[config.mk]
export PLATFORM = sky130hd
export DESIGN_NAME = clock_ctrl_12h
export DESIGN_NICKNAME = d
export VERILOG_FILES = /design/src/rtl/clock_pkg.sv /design/src/rtl/btn_debounce.sv /design/src/rtl/clock_ctrl_12h.sv
export SDC_FILE = /design/constraint.sdc
export NUM_CORES = 1
export LEC_CHECK = 0
export CORE_MARGIN = 2
export CORE_UTILIZATION = 59
export CTS_CLUSTER_DIAMETER = 80
export DETAILED_ROUTE_END_ITERATION = 8
export PLACE_DENSITY = 0.8
export SYNTH_ARGS = -nofsm -noshare
export SYNTH_HDL_FRONTEND = slang
export SYNTH_SLANG_ARGS = --single-unit
[constraint.sdc]
create_clock -name clk -period 2.27 [get_ports clk]
set_input_delay 0.3405 -clock clk [delete_from_list [all_inputs] [get_ports clk]]
set_output_delay 0.3405 -clock clk [all_outputs]
set_load 0.01 [all_outputs]
[src/rtl/clock_pkg.sv]
// clock_pkg: shared types, field widths and time-field helpers for the
// 12-hour clock front end (clock_ctrl_12h and its sub-modules).
package clock_pkg;

    localparam int HOUR_W = 4;
    localparam int MIN_W  = 6;

    localparam logic [HOUR_W-1:0] HOUR_MIN = 4'd1;
    localparam logic [HOUR_W-1:0] HOUR_MAX = 4'd12;
    localparam logic [MIN_W-1:0]  MIN_MAX  = 6'd59;

    // AL_* states are only reachable when the alarm feature is compiled in.
    typedef enum logic [2:0] {
        ST_RUN      = 3'd0,
        ST_SET_HOUR = 3'd1,
        ST_SET_MIN  = 3'd2,
        ST_COMMIT   = 3'd3,
        ST_AL_HOUR  = 3'd4,
        ST_AL_MIN   = 3'd5
    } state_t;

    // 12 -> 1, 1..11 -> +1; any out-of-range value also lands on 1.
    function automatic logic [HOUR_W-1:0] hour_step(input logic [HOUR_W-1:0] h);
        return (h >= HOUR_MAX || h < HOUR_MIN) ? HOUR_MIN : h + 4'd1;
    endfunction

    // 59 -> 0 with no carry into the hour field.
    function automatic logic [MIN_W-1:0] minute_step(input logic [MIN_W-1:0] m);
        return (m >= MIN_MAX) ? 6'd0 : m + 6'd1;
    endfunction

    // Keep captured counter values inside the legal range.
    function automatic logic [HOUR_W-1:0] hour_fix(input logic [HOUR_W-1:0] h);
        return (h > HOUR_MAX || h < HOUR_MIN) ? HOUR_MAX : h;
    endfunction

    function automatic logic [MIN_W-1:0] minute_fix(input logic [MIN_W-1:0] m);
        return (m > MIN_MAX) ? 6'd0 : m;
    endfunction

endpackage

[src/rtl/btn_debounce.sv]
// btn_debounce: 2-flop synchronizer, stable-level debounce and a one-cycle
// pulse on each accepted rising edge of an asynchronous active-high button.
module btn_debounce #(
    parameter int DEBOUNCE_CYC = 200_000
) (
    input  logic clk,
    input  logic rst_n,
    input  logic btn_raw,
    output logic press
);

    localparam int             CW       = (DEBOUNCE_CYC > 1) ? $clog2(DEBOUNCE_CYC) : 1;
    localparam logic [CW-1:0]  CNT_LAST = CW'(DEBOUNCE_CYC - 1);

    logic          sync_q1;
    logic          sync_q2;
    logic          level;
    logic [CW-1:0] cnt;

    // Bring the raw button into the clk domain.
    // NOTE: sequential state uses non-blocking assignments so every flop samples pre-edge values.
    always_ff @(posedge clk or negedge rst_n) begin
        if (!rst_n) begin
            sync_q1 <= 1'b0;
            sync_q2 <= 1'b0;
        end else begin
            sync_q1 <= btn_raw;
            sync_q2 <= sync_q1;
        end
    end

    // Accept a new level after DEBOUNCE_CYC consecutive differing samples; pulse on acceptance of a 1.
    always_ff @(posedge clk or negedge rst_n) begin
        if (!rst_n) begin
            cnt   <= '0;
            level <= 1'b0;
            press <= 1'b0;
        end else begin
            press <= 1'b0;
            if (sync_q2 == level) begin
                cnt <= '0;
            end else if (cnt == CNT_LAST) begin
                cnt   <= '0;
                level <= sync_q2;
                press <= sync_q2;
            end else begin
                cnt <= cnt + 1'b1;
            end
        end
    end

endmodule

[src/rtl/clock_ctrl_12h.sv]
// clock_ctrl_12h: once-per-second count enable plus a two-button time-set
// FSM that issues a one-cycle load of hour/minute/AM-PM to the counter.
// Optional feature macro: CLOCK_CTRL_ALARM_EN (alarm set states, arm toggle
// in RUN, alarm_out match); when undefined alarm_out is tied to 0.
module clock_ctrl_12h
    import clock_pkg::*;
#(
    parameter int TICK_DIV     = 10_000_000,
    parameter int DEBOUNCE_CYC = 200_000
) (
    input  logic              clk,
    input  logic              rst_n,
    input  logic              btn_mode,
    input  logic              btn_inc,
    input  logic [HOUR_W-1:0] cur_hours,
    input  logic [MIN_W-1:0]  cur_minutes,
    input  logic              cur_am_pm,
    output logic              tick_en,
    output logic              load,
    output logic [HOUR_W-1:0] load_hours,
    output logic [MIN_W-1:0]  load_minutes,
    output logic              load_am_pm,
    output logic [1:0]        set_mode,
    output logic              blink,
    output logic              alarm_out
);

    localparam int            PW       = $clog2(TICK_DIV);
    localparam logic [PW-1:0] PRE_LAST = PW'(TICK_DIV - 1);
    localparam logic [PW-1:0] PRE_HALF = PW'(TICK_DIV / 2);

    state_t            state;
    logic [PW-1:0]     pre;
    logic [HOUR_W-1:0] sh_hours;
    logic [MIN_W-1:0]  sh_minutes;
    logic              sh_am_pm;
    logic              mode_p;
    logic              inc_p;
    logic              editing;

`ifdef CLOCK_CTRL_ALARM_EN
    logic [HOUR_W-1:0] al_hours;
    logic [MIN_W-1:0]  al_minutes;
    logic              al_am_pm;
    logic              armed;
`endif

    btn_debounce #(.DEBOUNCE_CYC(DEBOUNCE_CYC)) u_db_mode (
        .clk     (clk),
        .rst_n   (rst_n),
        .btn_raw (btn_mode),
        .press   (mode_p)
    );

    btn_debounce #(.DEBOUNCE_CYC(DEBOUNCE_CYC)) u_db_inc (
        .clk     (clk),
        .rst_n   (rst_n),
        .btn_raw (btn_inc),
        .press   (inc_p)
    );

    // Prescaler: free-running wrap counter, held at 0 through COMMIT to re-phase the second.
    always_ff @(posedge clk or negedge rst_n) begin
        if (!rst_n)
            pre <= '0;
        else if (state == ST_COMMIT || pre == PRE_LAST)
            pre <= '0;
        else
            pre <= pre + 1'b1;
    end

    // Time-set FSM with its shadow (and alarm) registers; mode press wins over inc press.
    // NOTE: shadow registers are reset so load_* show 12:00 AM and a mid-edit reset discards edits.
    always_ff @(posedge clk or negedge rst_n) begin
        if (!rst_n) begin
            state      <= ST_RUN;
            sh_hours   <= HOUR_MAX;
            sh_minutes <= '0;
            sh_am_pm   <= 1'b0;
`ifdef CLOCK_CTRL_ALARM_EN
            al_hours   <= HOUR_MAX;
            al_minutes <= '0;
            al_am_pm   <= 1'b0;
            armed      <= 1'b0;
`endif
        end else begin
            case (state)
                ST_RUN: begin
                    if (mode_p) begin
                        sh_hours   <= hour_fix(cur_hours);
                        sh_minutes <= minute_fix(cur_minutes);
                        sh_am_pm   <= cur_am_pm;
                        state      <= ST_SET_HOUR;
                    end
`ifdef CLOCK_CTRL_ALARM_EN
                    else if (inc_p) begin
                        armed <= ~armed;
                    end
`endif
                end
                ST_SET_HOUR: begin
                    if (mode_p) begin
                        state <= ST_SET_MIN;
                    end else if (inc_p) begin
                        sh_hours <= hour_step(sh_hours);
                        if (sh_hours == HOUR_MAX - 4'd1)
                            sh_am_pm <= ~sh_am_pm;
                    end
                end
                ST_SET_MIN: begin
                    if (mode_p) begin
`ifdef CLOCK_CTRL_ALARM_EN
                        state <= ST_AL_HOUR;
`else
                        state <= ST_COMMIT;
`endif
                    end else if (inc_p) begin
                        sh_minutes <= minute_step(sh_minutes);
                    end
                end
`ifdef CLOCK_CTRL_ALARM_EN
                ST_AL_HOUR: begin
                    if (mode_p) begin
                        state <= ST_AL_MIN;
                    end else if (inc_p) begin
                        al_hours <= hour_step(al_hours);
                        if (al_hours == HOUR_MAX - 4'd1)
                            al_am_pm <= ~al_am_pm;
                    end
                end
                ST_AL_MIN: begin
                    if (mode_p)
                        state <= ST_COMMIT;
                    else if (inc_p)
                        al_minutes <= minute_step(al_minutes);
                end
`endif
                ST_COMMIT: state <= ST_RUN;
                default:   state <= ST_RUN;
            endcase
        end
    end

    // Decode the user-visible mode code from the state register.
    // NOTE: a default assignment first keeps this always_comb free of inferred latches.
    always_comb begin
        set_mode = 2'd0;
        case (state)
            ST_SET_HOUR, ST_AL_HOUR: set_mode = 2'd1;
            ST_SET_MIN, ST_AL_MIN:   set_mode = 2'd2;
            ST_COMMIT:               set_mode = 2'd3;
            default:                 set_mode = 2'd0;
        endcase
    end

    assign editing      = (state == ST_SET_HOUR) || (state == ST_SET_MIN) ||
                          (state == ST_AL_HOUR)  || (state == ST_AL_MIN);
    assign tick_en      = (state == ST_RUN) && (pre == PRE_LAST);
    assign blink        = editing && (pre < PRE_HALF);
    assign load         = (state == ST_COMMIT);
    assign load_hours   = sh_hours;
    assign load_minutes = sh_minutes;
    assign load_am_pm   = sh_am_pm;

`ifdef CLOCK_CTRL_ALARM_EN
    assign alarm_out = (state == ST_AL_HOUR || state == ST_AL_MIN) ? (pre < PRE_HALF) :
                       (armed && cur_hours == al_hours && cur_minutes == al_minutes &&
                        cur_am_pm == al_am_pm);
`else
    assign alarm_out = 1'b0;
`endif

endmodule

==> flow_summary_export.csv <==
group,metric,value,unit
status,run_status,"completed",
final_layout,final.fill_count,552,
cts,cts_max_path_buffers,2,
final_layout,postLayoutCellArea,5240,sq um
pwr,p_sw,0.591,mW
worst_hold_path,hold_path.class,"input pin to async pin",
timing,final_max_slew_viol_count,0,
logic_synthesis,synth_seq_area_share,46.6,%
pwr,leakagePower,2.24,nW
placement,placedInstanceArea,4900,sq um
floorplan,die_width,89.9,um
logic_synthesis,ys_async_sr_fraction,100,%
logic_synthesis,synth_fp_nets,478,
logic_synthesis,number_of_instances_in_the_synthesized_netlist,451,
logic_synthesis,yosys_warnings,0,
timing,final.period_utilization,94.2,%
final_layout,n_antenna_cell,0,
grt,grt_remaining_overflow,0,
timing,setup-violations-final,0,
detailed_routing,drc_errors,0,
detailed_routing,drt.antenna.violating_nets,0,
grt,grt_max_degree,54,
placement,port_buffers,30,
logic_synthesis,synthesis.area_per_instance,9.65,sq um
timing,worst_hold_slack,10.1,ps
detailed_routing,drt_pass1_iterations,5,
cts,worstSkewPairLatency,350,ps
timing,totalNegativeSetupSlack,0,ps
job,maxCapViolations,0,
floorplan,io-pin-count,32,
detailed_routing,avgRoutedWirePerCell,15.7,um
detailed_routing,wl_met2,4.69,mm
logic_synthesis,synth-main-ff-cell,"sky130_fd_sc_hd__dfrtp_1",
floorplan,core.rowCount,31,
worst_setup_path,critical_path_arrival,2420,ps
timing,fin_crit,2140,ps
timing,finClkSkew,12.6,ps
pwr,power_frac_seq,53.0,%
worst_setup_path,critPathRequiredTime,2550,ps
grt,grt_pass1_wl,16.5,mm
cts,cts.reportedPaths.clkPinSlew,90,ps
placement,routabilityCongestion,0.913,
timing,slew_headroom,55.9,%
logic_synthesis,yosys_register_bits,81,
logic_synthesis,synth_cell_types,62,
final_layout,final_util,72.6,%
cts,clock_sinks,81,
logic_synthesis,synth.cell_area,4350,sq um
cts,cts_tree,"yes",
worst_setup_path,rrSetupSlack,130,ps
logic_synthesis,number_of_synthesized_flops_with_an_enable_pin,0,
floorplan,starting_density,60.3,%
grt,grt_antenna_before_repair,0,
timing,max_freq,468,MHz
placement,worst_setup_slack_before_clock_tree_synthesis,74.2,ps
pwr,maximum_resistive_drop_on_vdd,335,uV
placement,hpwlAfterDp,6.47,mm
worst_setup_path,cp-start-kind,"flip-flop",
detailed_routing,routed_wl,9.57,mm
floorplan,floorplan.core_area,7210,sq um
timing,grt_setup_unrepaired,"no",
worst_setup_path,crit_slowest_cell,"sky130_fd_sc_hd__or4b_4",
final_layout,finish.net_count,532,
timing,fin_ws,132,ps
grt,first_global_vias,3635,
detailed_routing,dr_wl_met3,454,um
timing,timing_worst_slew_pin_value,661,ps
timing,report.final.hold_viol_count,0,
detailed_routing,drt-initial-drc-count,206,
grt,grt_util_all_layers,24.6,%
detailed_routing,vias_per_cell,6.03,
worst_setup_path,critical_path.cell_chain,"buf_4, and4_4, or4b_4, or4_1, a21oi_1",
detailed_routing,dr_total_vias,3671,
floorplan,die_height,89.9,um
pwr,power.switching_fraction,21.4,%
pwr,power_frac_comb,4.1,%
cts,cts_inserted_buffers,9,
pwr,powerDensity,529,nW/um^2
detailed_routing,highest_layer,"met4",
worst_setup_path,endpoint_kind,"flip-flop",
cts,postCtsHoldBufs,0,
cts,cts-htree-levels,3,
floorplan,die_footprint,8080,sq um
final_layout,layout_cells_sized_above_1,14.3,%
final_layout,areaGrowthSynthToFinish,20.3,%
worst_setup_path,critical_path.max_stage_delay,560,ps
worst_setup_path,crit_type,"flip-flop to flip-flop",
cts,clock-root-buffer,"sky130_fd_sc_hd__clkbuf_8",
pwr,clockPowerShare,42.9,%
detailed_routing,route.layer.met1.wl,4.26,mm
worst_setup_path,worstPathMaxFanout,13,
pwr,power_report.internal_total,2.18,mW
worst max-delay path: cells and delay by family, from the launching register on:
family / cells / cell delay, ps
DFF: 1 / 380
buffers and inverters: 1 / 160
and+or+nand+nor: 3 / 1340
AOI/OAI and AO/OA: 1 / 180
stage by stage:
stage / std cells / power [mW]
2_1_floorplan: 451 / 1.54
3_3_place_gp: 587 / 1.61
3_5_place_dp: 587 / 1.61
4_1_cts: 607 / 2.79
5_1_grt: 609 / 2.88
6_report: 609 / 2.77
repair_timing:
item,4_1_cts,5_1_grt
pin swaps,2,2
gates resized for setup,12,5
setup endpoints to repair,4,3
endpoints found under the hold margin,0,0
buffers inserted,4,2
flip-flops by register name (all words and copies together), names as in the netlist:
signal	flops
load_am_pm	1
load_hours	4
load_minutes	6
pre	24
state	2
u_db_inc.cnt	18
u_db_inc.level	1
u_db_inc.press	1
u_db_inc.sync_q1	1
u_db_inc.sync_q2	1
u_db_mode.cnt	18
u_db_mode.level	1
u_db_mode.press	1
u_db_mode.sync_q1	1
u_db_mode.sync_q2	1
layer usage:
layer | vias to the layer above | GRT usage, %
met5 | - | 0
met1 | 1802 | 32.8
li1 | 1746 | -
met2 | 107 | 40.9
met3 | 16 | 3.60
met4 | 0 | 10.0
layout make-up:
class | count | area (sq um) | area share, %
clock inverters | 5 | 77.6 | 1.48
repair buffers | 61 | 537 | 10.3
flip-flops and latches | 81 | 2030 | 38.8
multi-input cells | 335 | 2250 | 43.0
clock buffers | 11 | 151 | 2.89
well taps | 99 | 124 | 2.37
inverters | 17 | 63.8 | 1.22
layout by cell type, fill, tap and decap left out, types with 3 or more instances in the layout:
cell type,n
sky130_fd_sc_hd__ha_1,9
sky130_fd_sc_hd__o21ai_1,3
sky130_fd_sc_hd__nor4_1,6
sky130_fd_sc_hd__xor2_1,27
sky130_fd_sc_hd__nand3_1,22
sky130_fd_sc_hd__and4_1,9
sky130_fd_sc_hd__xnor2_1,14
sky130_fd_sc_hd__or4_1,7
sky130_fd_sc_hd__clkbuf_8,11
sky130_fd_sc_hd__or3_1,5
sky130_fd_sc_hd__nand2_1,25
sky130_fd_sc_hd__and3_1,8
sky130_fd_sc_hd__buf_4,31
sky130_fd_sc_hd__nand4_1,24
sky130_fd_sc_hd__o21a_1,3
sky130_fd_sc_hd__clkdlybuf4s50_1,27
sky130_fd_sc_hd__and2_1,6
sky130_fd_sc_hd__nor3_1,6
sky130_fd_sc_hd__o31ai_1,13
sky130_fd_sc_hd__dfrtp_1,79
sky130_fd_sc_hd__nor2_1,55
sky130_fd_sc_hd__inv_1,17
sky130_fd_sc_hd__a21oi_1,20
sky130_fd_sc_hd__o21ai_0,17
sky130_fd_sc_hd__nor4b_1,4
sky130_fd_sc_hd__ha_4,3
power groups by stage:
stage | sequential, mW | clock (mW) | combinational [mW]
2_1_floorplan | 1.49 | 0 | 0.0414
3_3_place_gp | 1.50 | 0 | 0.112
3_5_place_dp | 1.50 | 0 | 0.115
4_1_cts | 1.47 | 1.21 | 0.116
5_1_grt | 1.47 | 1.28 | 0.129
6_report | 1.47 | 1.19 | 0.113
path summary, 6_finish.rpt:
| kind | start | to | depth (start not counted) |
|---|---|---|---|
| min reg2reg | u_db_mode.sync_q1 | u_db_mode.sync_q2 | 0 |
| min | rst_n | load_minutes[5] | 1 |
| min in group clk | u_db_mode.sync_q1 | u_db_mode.sync_q2 | 0 |
| max | pre[11] | pre[23] | 5 |
| max in group asynchronous | rst_n | u_db_inc.cnt[15] | 2 |
| max reg2reg | pre[11] | pre[23] | 5 |
logic make-up (layout without fill, tap and decap cells):
kind of cell,count (synthesis),count (layout),synth area share (%)
simple gates,197,197,25.3
flops,81,81,46.6
compound gates,80,80,12.0
xor+xnor,41,41,8.25
buf+inv,35,94,3.36
fa+ha+maj,12,12,3.45
mux,4,4,0.977
other cells,1,1,0.0861
synthesized netlist by cell type, types with 3 or more instances:
library cell                n  area share [%]
sky130_fd_sc_hd__xor2_1    27             5.4
sky130_fd_sc_hd__or3_1      5            0.72
sky130_fd_sc_hd__and2_1     6            0.86
sky130_fd_sc_hd__o21ai_0   18             2.1
sky130_fd_sc_hd__dfrtp_1   79              45
sky130_fd_sc_hd__nor4_1     7             1.0
sky130_fd_sc_hd__nor2_1    55             4.7
sky130_fd_sc_hd__inv_1     17             1.5
sky130_fd_sc_hd__nor3_1     6            0.69
sky130_fd_sc_hd__and4_1     9             1.8
sky130_fd_sc_hd__xnor2_1   14             2.8
sky130_fd_sc_hd__or4_1      7             1.2
sky130_fd_sc_hd__ha_1      12             3.4
sky130_fd_sc_hd__nor4b_1    6             1.2
sky130_fd_sc_hd__nand2_1   25             2.2
sky130_fd_sc_hd__o31ai_1   14             2.4
sky130_fd_sc_hd__and3_1     8             1.1
sky130_fd_sc_hd__nand3_1   22             2.5
sky130_fd_sc_hd__a21oi_1   20             2.3
sky130_fd_sc_hd__clkbuf_1  13             1.1
sky130_fd_sc_hd__nand4_1   24             3.4
sky130_fd_sc_hd__buf_2      3            0.34
sky130_fd_sc_hd__o21a_1     3            0.52
(Power assumes the default switching activity.)
